==> src/rtl/mem_arb_pkg.sv <==
// Shared types and default widths for the memory arbiter.
package mem_arb_pkg;

    localparam int unsigned MEM_ARB_AW = 4;
    localparam int unsigned MEM_ARB_DW = 16;
    localparam int unsigned MEM_ARB_IW = 3;
    localparam int unsigned MEM_ARB_CW = 2;

    typedef enum logic [1:0] {
        IDLE  = 2'd0,
        ISSUE = 2'd1,
        WAIT  = 2'd2,
        RESP  = 2'd3
    } mem_arb_state_e;

    // Command captured at grant; index is wide enough for up to 8 requesters.
    typedef struct packed {
        logic                  we;
        logic [MEM_ARB_AW-1:0] addr;
        logic [MEM_ARB_DW-1:0] wdata;
        logic [MEM_ARB_IW-1:0] index;
    } mem_arb_cmd_t;

endpackage

==> src/rtl/mem_arb_rr.sv <==
// Combinational round-robin picker: first set request at or after the pointer, wrapping.
module mem_arb_rr #(
    parameter int unsigned NUM_REQ = 2,
    parameter int unsigned IW      = 1
) (
    input  logic [NUM_REQ-1:0] i_req,
    input  logic [IW-1:0]      i_ptr,
    output logic [NUM_REQ-1:0] o_gnt_c,
    output logic [IW-1:0]      o_idx_c,
    output logic               o_valid_c
);

    always_comb begin
        o_gnt_c   = '0;
        o_idx_c   = '0;
        o_valid_c = 1'b0;
        for (int unsigned i = 0; i < NUM_REQ; i++) begin
            int unsigned w_j;
            w_j = (32'(i_ptr) + i) % NUM_REQ;
            if (!o_valid_c && i_req[w_j]) begin
                o_valid_c    = 1'b1;
                o_gnt_c[w_j] = 1'b1;
                o_idx_c      = IW'(w_j);
            end
        end
    end

endmodule

==> src/rtl/mem_arbiter.sv <==
// Round-robin arbiter sharing one single-port memory among NUM_REQ requesters.
// Optional MEM_ARB_STATS_EN adds saturating transfer/conflict counters.
module mem_arbiter
    import mem_arb_pkg::*;
#(
    parameter int unsigned NUM_REQ = 2,
    parameter int unsigned AW      = MEM_ARB_AW,
    parameter int unsigned DW      = MEM_ARB_DW,
    parameter int unsigned RD_LAT  = 1
) (
    input  logic                  clk,
    input  logic                  reset,
    input  logic [NUM_REQ-1:0]    req,
    input  logic [NUM_REQ-1:0]    req_we,
    input  logic [NUM_REQ*AW-1:0] req_addr,
    input  logic [NUM_REQ*DW-1:0] req_wdata,
    output logic [NUM_REQ-1:0]    ack,
    output logic [DW-1:0]         rsp_rdata,
    output logic                  mem_wr_en,
    output logic                  mem_rd_en,
    output logic [AW-1:0]         mem_addr,
    output logic [DW-1:0]         mem_wdata,
    input  logic [DW-1:0]         mem_rdata
`ifdef MEM_ARB_STATS_EN
   ,output logic [15:0]           stat_xfer_cnt,
    output logic [15:0]           stat_conflict_cnt
`endif
);

    localparam int unsigned IW = $clog2(NUM_REQ);

    mem_arb_state_e          r_state;
    mem_arb_state_e          w_state_nxt;
    mem_arb_cmd_t            r_cmd;
    logic [IW-1:0]           r_ptr;
    logic [IW-1:0]           w_ptr_nxt;
    logic [MEM_ARB_CW-1:0]   r_cnt;
    logic [MEM_ARB_CW-1:0]   w_cnt_nxt;
    logic [DW-1:0]           r_rdata;
    logic                    w_grant;
    logic                    w_capture;
    logic [NUM_REQ-1:0]      w_rr_gnt;
    logic [IW-1:0]           w_rr_idx;
    logic                    w_rr_valid;
    logic                    w_sel_we;
    logic [AW-1:0]           w_sel_addr;
    logic [DW-1:0]           w_sel_wdata;

    mem_arb_rr #(
        .NUM_REQ (NUM_REQ),
        .IW      (IW)
    ) u_rr (
        .i_req     (req),
        .i_ptr     (r_ptr),
        .o_gnt_c   (w_rr_gnt),
        .o_idx_c   (w_rr_idx),
        .o_valid_c (w_rr_valid)
    );

    // Mux the winning requester's command fields.
    always_comb begin
        w_sel_we    = 1'b0;
        w_sel_addr  = '0;
        w_sel_wdata = '0;
        for (int unsigned i = 0; i < NUM_REQ; i++) begin
            if (w_rr_gnt[i]) begin
                w_sel_we    = req_we[i];
                w_sel_addr  = req_addr[i*AW +: AW];
                w_sel_wdata = req_wdata[i*DW +: DW];
            end
        end
    end

    always_ff @(posedge clk) begin
        if (!reset) r_state <= IDLE;
        else        r_state <= w_state_nxt;
    end

    always_comb begin
        w_state_nxt = r_state;
        w_cnt_nxt   = r_cnt;
        w_grant     = 1'b0;
        w_capture   = 1'b0;
        w_ptr_nxt   = r_ptr;
        case (r_state)
            IDLE: begin
                if (w_rr_valid) begin
                    w_grant     = 1'b1;
                    w_state_nxt = ISSUE;
                end
            end
            ISSUE: begin
                if (r_cmd.we) begin
                    w_state_nxt = RESP;
                end else begin
                    w_state_nxt = WAIT;
                    w_cnt_nxt   = MEM_ARB_CW'(RD_LAT - 1);
                end
            end
            WAIT: begin
                if (r_cnt == '0) begin
                    w_capture   = 1'b1;
                    w_state_nxt = RESP;
                end else begin
                    w_cnt_nxt = r_cnt - 1'b1;
                end
            end
            RESP: begin
                w_state_nxt = IDLE;
                if (r_cmd.index == MEM_ARB_IW'(NUM_REQ - 1)) w_ptr_nxt = '0;
                else                                         w_ptr_nxt = IW'(r_cmd.index + 1'b1);
            end
            default: w_state_nxt = IDLE;
        endcase
    end

    always_ff @(posedge clk) begin
        if (!reset) begin
            r_cmd   <= '0;
            r_ptr   <= '0;
            r_cnt   <= '0;
            r_rdata <= '0;
        end else begin
            r_cnt <= w_cnt_nxt;
            r_ptr <= w_ptr_nxt;
            if (w_grant) begin
                r_cmd <= '{we:    w_sel_we,
                           addr:  MEM_ARB_AW'(w_sel_addr),
                           wdata: MEM_ARB_DW'(w_sel_wdata),
                           index: MEM_ARB_IW'(w_rr_idx)};
            end
            if (w_capture) r_rdata <= mem_rdata;
        end
    end

    // Enables and ack decode from state; address/data hold the latched command.
    assign mem_wr_en = (r_state == ISSUE) &&  r_cmd.we;
    assign mem_rd_en = (r_state == ISSUE) && !r_cmd.we;
    assign mem_addr  = AW'(r_cmd.addr);
    assign mem_wdata = DW'(r_cmd.wdata);
    assign ack       = (r_state == RESP) ? (NUM_REQ'(1) << r_cmd.index) : '0;
    assign rsp_rdata = r_rdata;

`ifdef MEM_ARB_STATS_EN
    logic [15:0] r_xfer_cnt;
    logic [15:0] r_conflict_cnt;

    always_ff @(posedge clk) begin
        if (!reset) begin
            r_xfer_cnt     <= '0;
            r_conflict_cnt <= '0;
        end else begin
            if (r_state == RESP && r_xfer_cnt != 16'hFFFF)
                r_xfer_cnt <= r_xfer_cnt + 16'd1;
            if (r_state == IDLE && $countones(req) > 1 && r_conflict_cnt != 16'hFFFF)
                r_conflict_cnt <= r_conflict_cnt + 16'd1;
        end
    end

    assign stat_xfer_cnt     = r_xfer_cnt;
    assign stat_conflict_cnt = r_conflict_cnt;
`endif

endmodule
==> config.mk <==
export PLATFORM = sky130hd
export DESIGN_NAME = mem_arbiter
export DESIGN_NICKNAME = d
export VERILOG_FILES = /design/src/rtl/mem_arb_pkg.sv /design/src/rtl/mem_arb_rr.sv /design/src/rtl/mem_arbiter.sv
export SDC_FILE = /design/constraint.sdc
export NUM_CORES = 1
export LEC_CHECK = 0
export BUFFER_PORTS_ARGS = -buffer_cell sky130_fd_sc_hd__buf_2
export CAP_MARGIN = 15
export CELL_PAD_IN_SITES_DETAIL_PLACEMENT = 0
export CELL_PAD_IN_SITES_GLOBAL_PLACEMENT = 1
export CORE_UTILIZATION = 34
export DETAILED_ROUTE_END_ITERATION = 16
export GPL_TIMING_DRIVEN = 0
export PLACE_DENSITY_LB_ADDON = 0.1
export SYNTH_ARGS = -nofsm -noshare
export SYNTH_HDL_FRONTEND = slang
export SYNTH_SLANG_ARGS = --single-unit
==> constraint.sdc <==
create_clock -name clk -period 2.95 [get_ports clk]
set_input_delay 0 -clock clk [delete_from_list [all_inputs] [get_ports clk]]
set_output_delay 0 -clock clk [all_outputs]
set_load 0.1 [all_outputs]
=== Word level (Yosys, flattened, before mapping) ===
Cells that the tools add are included.
W data, S select, Z words.

* Register bits after elaboration: 43
* Input port bits: 62
* Word-level logic and storage cells: 69
* Output and inout port bits: 40

* $lt $le $gt $ge: 4
* Reductions and logical operators: 12
* Shift operators: 1
* Bitwise operators: 1
* Muxes and demuxes: 33
* Equality and inequality tests: 7
* Add/subtract/negate cells: 3

{| class="wikitable"
|+ Operators by type and width
! operator !! number
|-
| $mux W16 || 2
|-
| $mux W1 || 18
|-
| $mux W2 || 7
|-
| $mux W4 || 2
|-
| $pmux W2 S4 || 1
|-
| $ne A2 B2 Y1 const B || 3
|-
| $logic_and A1 B1 Y1 || 5
|-
| $eq A2 B2 Y1 const B || 2
|-
| $logic_not A2 Y1 || 2
|-
| $lt A1 B2 Y1 const B || 2
|-
| $pmux W2 S2 || 1
|-
| $reduce_and A3 Y1 || 1
|-
| $add A1 B1 Y1 const B || 2
|-
| $demux W1 S1 || 2
|-
| $eq A2 B1 Y1 const B || 1
|-
| $ge A1 B1 Y1 const B || 2
|-
| $logic_not A1 Y1 || 2
|-
| $ne A2 B1 Y1 const B || 1
|-
| $or A2 B2 Y2 || 1
|-
| $reduce_and A2 Y1 || 1
|-
| $reduce_bool A2 Y1 || 1
|-
| $shl A1 B1 Y2 const A || 1
|-
| $sub A2 B1 Y2 const B || 1
|}

=== Depth between registers and ports, before layout ===
Gate-level depths: netlist of run 1.

* Depth in word-level cells: 9
* Depth in mapped cells: 7
* Mapped depth without buffers: 5

=== Modules after synthesis ===
From an unflattened synthesis of run 1, not the netlist that was laid out.

* Cells, all modules: 237
* Area, all modules: 1963.1 sq um

{| class="wikitable"
|+ Modules (own cells, without submodules)
! module !! times used !! sequential area each (sq um) !! cells each !! area each (sq um)
|-
| mem_arbiter || 1 || 860.8 || 232 || 1930.6
|-
| mem_arb_rr || 1 || 0.0 || 5 || 32.5
|}

=== Worst setup path after synthesis of run 1 ===
OpenSTA, ideal clock, no wires.

* Path type: reg2reg
* Start point: reg r_state[0]
* End point: reg r_ptr
* Buffers on the path: 0
* Clock period less this slack: 2.261 ns
* Stages on the path, launching flop included: 4
* Data required time: 2.886 ns
* Setup time: 0.064 ns
* Arrival time: 2.197 ns
* Setup slack: 0.689 ns
* Path through: dfxtp_1 ha_1 nor2b_1 o21a_1

* Longest elaborated chain between the ends: 1

{| class="wikitable"
|+ Ends and longest elaborated chain
! element !! RTL line !! RTL
|-
| start: declaration || mem_arbiter.sv:32 || <nowiki>mem_arb_state_e r_state;</nowiki>
|-
| start signal: assignment || mem_arbiter.sv:76 || <nowiki>else r_state <= w_state_nxt;</nowiki>
|-
| $eq A2 B2 Y1 || mem_arbiter.sv:85 || <nowiki>case (r_state)</nowiki>
|-
| end signal: assignment || mem_arbiter.sv:125 || <nowiki>r_ptr <= w_ptr_nxt;</nowiki>
|-
| end: declaration || mem_arbiter.sv:35 || <nowiki>logic [IW-1:0] r_ptr;</nowiki>
|}

Every way passes these cells.
A chain may end at the register's enable or synchronous reset.

=== Worst setup path in the final report of run 1 ===
* Start point: reg r_state[0]
* End point: reg r_cmd, in the netlist mem_wdata[8]

* Longest elaborated chain between the ends: 2

{| class="wikitable"
|+ Ends and longest elaborated chain
! element !! RTL line !! RTL
|-
| $logic_not A2 Y1 || mem_arbiter.sv:85 ||
|-
| $mux W1 || mem_arbiter.sv:85 ||
|-
| end signal: assignment || mem_arbiter.sv:127 || <nowiki>r_cmd <= '{we: w_sel_we,</nowiki>
|-
| end: declaration || mem_arbiter.sv:34 || <nowiki>mem_arb_cmd_t r_cmd;</nowiki>
|}

Every way passes these cells.

==> impl_metrics.ini, run 1 <==
[setup_path]
cp.required_ns = 3.13
arrival_ns = 1.98
start_kind = flip-flop
crit_path_end_kind = flip-flop
crit_type = reg -> reg
critPathMaxFanout = 10

[detailed_routing]
wl_mm = 5.49
dr.first_iter.drc_count = 95
drtAntennaViolNets = 0
post-route-drc-count = 0
avgViaCountPerCell = 4.63
route.detailed.wl_per_inst_um = 12.0
vias = 2121
dr.pass1.iters = 6

[clock_tree]
h-tree-depth = 2
cts_buffers = 5
clk_pin_slew_ns = 0.08
clockBufferDepth = 2
cts.sinks = 43
cts_root_buf = clkbuf_8
cts_tree = built
clock_latency_ns = 0.29
cts_resized = 0

[timing]
fin_worst_skew_ns = 0.00352
fin_tns_setup_ns = 0
tightest_slew_ns = 0.522
rsz0062_at_grt = no
period_needed_ns = 1.80
setup_viol = 0
hold_violations = 0
fmax_mhz = 554
slew_viol_final = 0
finalCritPeriodShare_pct = 61.2
max_slew_margin_pct = 65.2
hold_slack_ns = 0.0649

[placed_design]
gp_congestion = 0.713
dpl_cell_area_mm2 = 0.00263
place_hpwl_mm = 3.81
io_buffer_count = 99

[grt]
grtUsageTotal_pct = 18.0
antenna_found_initial = 0
overflow = 0
grt_pass1_vias = 2063
grt_max_degree = 14
grt_pass1_wl_mm = 9.00

[layout]
num_antenna_cells = 0
n_fill_cell = 528
final_common_cell = buf_2
area_growth_pct = 53.1
nNetsFinal = 452
drive_gt1_share_pct = 37.0
final_cell_mix = buf_2 (105), nand2_1 (58), dfxtp_1 (43)
final_cell_area_mm2 = 0.00312

[die]
core_mm2 = 0.00564
initial_utilization_pct = 36.1
die_width_um = 79.5
dieArea_mm2 = 0.00631
chipHeight_um = 79.5
num_rows = 27
ioPinCount = 102

[yosys]
yosysSeqAreaShare_pct = 42.2
yosys_warnings = 0
ys_ff_latch = 43
synth_nets = 308
syn_area_per_cell_um2 = 8.46
ys_types = 28
syn-cell-area_mm2 = 0.00204
synth_cells = 241

[power]
p_int_w = 0.00144
power_frac_comb_pct = 57.7
p_leak_nw = 1.51
p_seq_share_pct = 26.7
ir_drop_mv = 0.455
switchingPower_w = 0.00159
power_density_mw_per_mm2 = 969
design_power_total_w = 0.00303
switching_share_pct = 52.5
p_clk_share_pct = 15.6

[hold_path]
hold_path.class = in -> reg

[flow_run]
maxCapViolations = 0

[run_status]
status = completed
[cell usage after synthesis]
cell type  number  area share [%]
inv_2           1            0.18
ha_1            5             3.1
a221o_1        21              10
o211ai_1        1            0.37
o311ai_1        1            0.43
and4_4          1            0.55
nor2b_1         4             1.2
dfxtp_1        43              42
nand2_1        58              11
buf_1           1            0.18
a32oi_1         1            0.43
and2_1          5             1.5
nor3_1         23             5.6
nand2b_4        1            0.67
o21a_1          2            0.74
mux2i_1         2            0.98
o21ai_0         2            0.49
nand2_2         1            0.31
clkbuf_1        5            0.92
inv_1           4            0.74
a211oi_1        1            0.37
buf_4          23             8.5
a21oi_1        18             4.4
o2bb2ai_1       1            0.43
buf_6           3             1.7
nor2_1          6             1.1
nand4b_1        1            0.43
buf_2           6             1.5
[final cells by class]
class,count,area [um^2],share of cell area (%)
inverter,5,18.8,0.601
multi-input combinational,155,901,28.8
buffer,38,259,8.29
timing repair buffer,137,876,28.0
clock buffer,6,82.6,2.64
tap,72,90.1,2.88
clock inverter,2,35.0,1.12
sequential,43,861,27.6
[sequential cells by signal, indices dropped and copies added (netlist names)]
name       cells
r_ptr          1
r_cnt          2
mem_wdata     16
rsp_rdata     16
r_state        2
mem_addr       4
r_cmd          2
[path summary, 6_finish.rpt]
check	from	to	slack, ns	cells past startpoint
max	r_state[0]	mem_wdata[8]	1.15	7
min	req[1]	r_cmd[0]	0.06	3
max reg2reg	r_state[0]	mem_wdata[8]	1.15	7
min reg2reg	rsp_rdata[4]	rsp_rdata[4]	0.45	2
[metrics by stage]
step	utilization [%]	setup WS, ns	cells
3_3_place_gp	46.5	1.16	412
3_5_place_dp	46.5	1.15	412
2_1_floorplan	-	0.689	241
6_report	55.4	1.15	458
4_1_cts	55.4	1.12	458
5_1_grt	55.4	0.968	458
[per-layer routing]
metal	global-route usage [%]	share of wire (%)	up-vias
met5	0	0	-
met4	3.82	0.53	0
met3	4.34	5.5	4
met2	30.0	46	67
met1	23.5	47	943
li1	-	-	1107
[power groups by stage]
| stage | Sequential, W | Combinational [W] | Clock [W] |
|---|---|---|---|
| floorplan | 0.00112 | 0.00115 | 0 |
| global placement | 0.000817 | 0.00171 | 0 |
| detailed placement | 0.000820 | 0.00171 | 0 |
| CTS | 0.000808 | 0.00175 | 0.000491 |
| global route | 0.000825 | 0.00185 | 0.000519 |
| finish | 0.000807 | 0.00175 | 0.000473 |
[repair_timing]
action | CTS | global route
endpoints found under the hold margin | 40 | 0
setup buffers | 0 | 0
hold buffers | 38 | 0
[worst max-delay path: stages (launching register included)]
cell and delay, ns:
dfxtp_1 0.41, inv_1 0.09, ha_1 0.20, buf_4 0.16
nand2_2 0.07, clkbuf_1 0.37, nor3_1 0.11, a221o_1 0.28
[cell families (layout without fill, tap and decap cells)]
kind of cell    Yosys count  count (layout)  synth area share (%)
fa+ha+maj                 5               5                  3.07
simple gates            100             100                  22.1
buf+inv                  43             188                  13.6
mux                       2               2                 0.982
flops                    43              43                  42.2
compound gates           48              48                  18.0
No activity file was read; power rests on OpenSTA's default activity.
==> run 2: changes to the inputs <==
Settings changed: CORE_UTILIZATION 34 to 32.
Clock period 2.95 ns to 1.7 ns, I/O delays scaled along.
==> run 2 against run 1 <==
Sequential power up 75%. Largest cell class unchanged. Worst setup slack worse by 1.0 ns. Worst hold slack worse by 0.030 ns. Clock skew down 0.0014 ns. First-iteration DRC count down 38%. Sequential share of layout area up 0.21 points. Clock power up 34%. Largest power group unchanged. Die area up 6.1%.
==> impl_metrics.ini, run 2 (same netlist as run 1, synthesis figures left out) <==
[run_status]
status = completed

[timing]
fin_worst_skew_ns = 0.00217
fmax_mhz = 634
tightest_slew_ns = 0.496
setup_slack_ns = 0.123
slew_viol_final = 0
rsz0062_at_grt = no
setup_viol = 0
max_slew_margin_pct = 67.1
period_needed_ns = 1.58
hold_violations = 0
finalCritPeriodShare_pct = 92.8

[flow_run]
maxCapViolations = 0

[layout]
area_growth_pct = 52.4
final_common_cell = buf_2
final_cell_mix = buf_2 (105), nand2_1 (57), dfxtp_1 (41)
nNetsFinal = 451
n_fill_cell = 624
drive_gt1_share_pct = 39.2
regArea_um2 = 863
num_antenna_cells = 0
multiInputGateArea_um2 = 910
fin_util_pct = 51.6

[hold_path]
whs_path_depth = 3
hold_path.class = in -> reg

[placed_design]
io_buffer_count = 99
place_hpwl_mm = 3.74
gp_congestion = 0.744
dpl_worst_slack_ns = -0.105

[clock_tree]
clock_latency_ns = 0.29
post_cts_buffers = 0
cts_buffers = 5
cts.sinks = 43
cts_tree = built
cts_root_buf = clkbuf_8
h-tree-depth = 2
clockBufferDepth = 2
clk_pin_slew_ns = 0.08

[die]
dieArea_mm2 = 0.00670
core_mm2 = 0.00603
initial_utilization_pct = 33.8
die_width_um = 81.8
chipHeight_um = 81.8
ioPinCount = 102
num_rows = 28

[detailed_routing]
dr.pass1.iters = 4
dr.first_iter.drc_count = 59
drtAntennaViolNets = 0
avgViaCountPerCell = 4.55
post-route-drc-count = 0
wl_mm = 5.43
vias = 2093
route.detailed.wl_per_inst_um = 11.8

[setup_path]
worstPathCellList = inv_1 -> ha_1 -> buf_4 -> and4_4 -> buf_6 -> a221o_1
path_depth = 6
r2r_cells = 6
crit_path_end_kind = flip-flop
crit_buf_inv = 3
max_stage_delay_ns = 0.37
start_kind = flip-flop
critPathMaxFanout = 10
arrival_ns = 1.76
crit_slowest_cell = dfxtp_2
critical_path.top_delay_family = flip-flops
cp.required_ns = 1.88
crit_type = reg -> reg

[power]
ir_drop_mv = 0.821
p_clk_share_pct = 12.5
p_seq_share_pct = 27.7
switchingPower_w = 0.00276
power_density_mw_per_mm2 = 1640
design_power_total_w = 0.00508
switching_share_pct = 54.4
p_leak_nw = 1.50
p_int_w = 0.00232
power_frac_comb_pct = 59.9

[grt]
grtUsageTotal_pct = 16.5
grt_pass1_wl_mm = 8.57
grt_pass1_vias = 1925
overflow = 0
grt_max_degree = 17
antenna_found_initial = 0
run 2: what timing repair did:
item                                   in CTS  in global routing
setup endpoints to repair                  30                 26
endpoints found under the hold margin      40                  0
gates resized for setup                     2                  8
hold buffers                               38                  0
run 2: power groups by stage:
stage,Sequential (W),Combinational (W),Clock (W)
final,0.00141,0.00304,0.000634
after global routing,0.00144,0.00322,0.000702
after CTS,0.00140,0.00305,0.000666
after detailed placement,0.00142,0.00298,0
after global placement,0.00142,0.00297,0
after floorplan,0.00194,0.00200,0
run 2: worst paths after layout:
| check | from | to | slack, ns |
|---|---|---|---|
| worst max-delay path | r_state[0] | mem_wdata[6] | 0.12 |
| worst min register to register | rsp_rdata[3] | rsp_rdata[3] | 0.45 |
| worst max register to register | r_state[0] | mem_wdata[6] | 0.12 |
| worst min-delay path | req[1] | r_cmd[0] | 0.03 |
run 2: area by class of cell:
cell class	instances	share of cell area (%)
Multi-Input combinational cell	155	29.3
Tap cell	75	3.02
Sequential cell	43	27.8
Inverter	5	0.604
Buffer	37	8.45
Clock buffer	5	2.21
Timing Repair Buffer	137	28.2
Clock inverter	3	0.483
run 2: through the flow:
| stage | TNS (ns) | instances | hold WS, ns | cell area (um^2) |
|---|---|---|---|---|
| final | 0 | 460 | 0.0345 | 3110 |
| after CTS | 0 | 460 | 0.0220 | 3100 |
| after floorplan | 0 | 241 | 0.136 | 2050 |
| after global routing | 0 | 460 | 0.0748 | 3110 |
| after global placement | -1.61 | 415 | 0.224 | 2640 |
| after detailed placement | -1.79 | 415 | 0.229 | 2640 |
run 2: metal layers:
metal,wire [um],share of wire [%],GRT usage [%],vias up
met5,0,0,0,-
met1,2560,47,21.8,925
met4,53,0.98,5.61,0
met3,348,6.4,3.67,5
li1,-,-,-,1101
met2,2470,46,26.3,62
run 2: worst register-to-register path, delay by kind of cell (launching register included):
kind / cells / cell delay, ns
compound gates: 1 / 0.35
fa+ha+maj: 1 / 0.19
buf+inv: 3 / 0.37
flops: 1 / 0.37
simple gates: 1 / 0.19
==> run 3: changes to the inputs <==
Settings changed: ABC_AREA set to 1, CORE_UTILIZATION 32 to 31.
==> run 3 against run 2 <==
Sequential share of layout area increased by 1.5 points. Worst hold slack worse by 0.012 ns. Fmax increased by 2.7%. Global-route usage decreased by 2.1 points. First-iteration DRC count is 27% lower. Clock-buffer cell count grew 1. Critical path depth rose by 1. Utilization is 5.5 points lower. Power increased by 12%. Critical endpoint is now mem_wdata[2].
==> impl_metrics.ini, run 3 <==
[placed_design]
gp_congestion = 0.700
post-place-cells = 466
io_buffer_count = 101
dpl_worst_slack_ns = 0.0134
place_hpwl_mm = 3.57

[yosys]
synth_top_flop_cell = dfxtp_1
ys_ff_latch = 43
synth_edf_count = 0
yosys_warnings = 0
syn_area_per_cell_um2 = 7.16
ys_types = 24
yosysTopAreaCellShare_pct = 41.8
synth_common_cells = nor2_1 (57), dfxtp_1 (43), nand2_1 (36)
syn-cell-area_mm2 = 0.00206
yosysSeqAreaShare_pct = 41.8
synth.most_common_cell = nor2_1
synth_nets = 355
synth_cells = 288
yosysTopAreaCell = dfxtp_1
synth_area_leaders = dfxtp_1 (42%), nor2_1 (10%), buf_4 (7.7%)
synthArstFlopShare_pct = 0

[layout]
num_antenna_cells = 0
final_cell_mix = buf_2 (101), nor2_1 (55), dfxtp_1 (42)
drive_gt1_share_pct = 37.6
final_common_cell = buf_2
instances_no_fill = 489
nNetsFinal = 479
n_fill_cell = 679
area_growth_pct = 42.7

[die]
core_mm2 = 0.00639
num_rows = 29
chipHeight_um = 83.5
dieArea_mm2 = 0.00698
die_width_um = 83.5
ioPinCount = 102
initial_utilization_pct = 32.3

[timing]
period_needed_ns = 1.53
tightest_slew_ns = 0.501
max_slew_margin_pct = 66.8
fin_tns_setup_ns = 0
fin_worst_skew_ns = 0.00615
finalCritPeriodShare_pct = 90.3
setup_slack_ns = 0.165
rsz0062_at_grt = no
hold_violations = 0
setup_viol = 0
fmax_mhz = 651
slew_viol_final = 0
hold_slack_ns = 0.0220

[grt]
grt_pass1_vias = 1950
antenna_found_initial = 0
grt_pass1_wl_mm = 8.20
grtUsageTotal_pct = 14.4
overflow = 0
grt_max_degree = 13

[setup_path]
critPathMaxFanout = 10
cp.required_ns = 1.86
crit_path_end_kind = flip-flop
arrival_ns = 1.70
crit_path_start = r_state[0]
crit_type = reg -> reg
r2r-start = r_state[0]
start_kind = flip-flop

[power]
power_density_mw_per_mm2 = 1930
ir_drop_mv = 0.812
p_leak_nw = 1.56
design_power_total_w = 0.00568

[clock_tree]
clk_pin_slew_ns = 0.08
post_cts_buffers = 0
cts_tree = built
clock_latency_ns = 0.29
clockBufferDepth = 2
h-tree-depth = 2
cts_root_buf = clkbuf_8
cts_buffers = 5
cts.sinks = 43

[detailed_routing]
wl_mm = 4.80
vias = 2063
dr.pass1.iters = 4
drtAntennaViolNets = 0
dr.first_iter.drc_count = 43
route.detailed.wl_per_inst_um = 9.82
post-route-drc-count = 0
avgViaCountPerCell = 4.22

[hold_path]
worstHoldStart = req_wdata[5]
hold_path.class = in -> reg

[flow_run]
maxCapViolations = 0

[run_status]
status = completed
## run 3: report_power, final
part | switching [W] | internal (W)
clock network | 0.000326 | 0.000319
registers | 0.000154 | 0.00130
logic | 0.00269 | 0.000895
total | 0.00317 | 0.00251
## run 3: metal layers
metal,global-route usage [%],up-vias,routed length [um]
met5,0,-,0
met2,25.1,66,2200
met1,16.7,868,2160
met4,4.62,0,61
met3,4.75,6,377
li1,-,1123,-
## run 3: stage by stage
step           instance area [um^2]  util [%]
2_1_floorplan                  2080         -
3_3_place_gp                   2680      42.0
3_5_place_dp                   2680      42.0
4_1_cts                        2930      45.9
5_1_grt                        2940      46.0
6_report                       2940      46.0
## run 3: path summary, 6_finish.rpt
kind / to / depth (start not counted) / slack, ns
worst max-delay path: mem_wdata[2] / 7 / 0.17
worst min-delay path: mem_wdata[5] / 5 / 0.02
worst max register to register: mem_wdata[2] / 7 / 0.17
worst min register to register: r_cnt[1] / 2 / 0.47
## run 3: cells by family after synthesis
logic type / share of synthesized area, %
adders and majority gates: 3.04
AOI/OAI and AO/OA: 16.6
DFF: 41.8
and+or+nand+nor: 20.7
buffers and inverters: 17.9
## run 3: area by class of cell
type / count / area (um^2) / share of cell area, %
Buffer: 31 / 234 / 7.96
Multi-Input combinational cell: 177 / 852 / 29.0
Inverter: 37 / 143 / 4.85
Tap cell: 77 / 96.3 / 3.28
Clock inverter: 1 / 5.00 / 0.170
Clock buffer: 6 / 82.6 / 2.81
Sequential cell: 43 / 862 / 29.3
Timing Repair Buffer: 117 / 666 / 22.6
## run 3: critical path, cell delays in order, from the launching register on
cell and delay (ns):
dfxtp_1 0.41, inv_1 0.10, ha_1 0.29, nand3_2 0.13, clkbuf_4 0.22, o21ai_1 0.09
a21oi_1 0.11, nor2_1 0.04
## run 3: timing repair
action,4_1_cts,5_1_grt
hold buffers,16,0
resized for setup,0,6
setup endpoints to repair,0,15
hold endpoints to repair,16,0
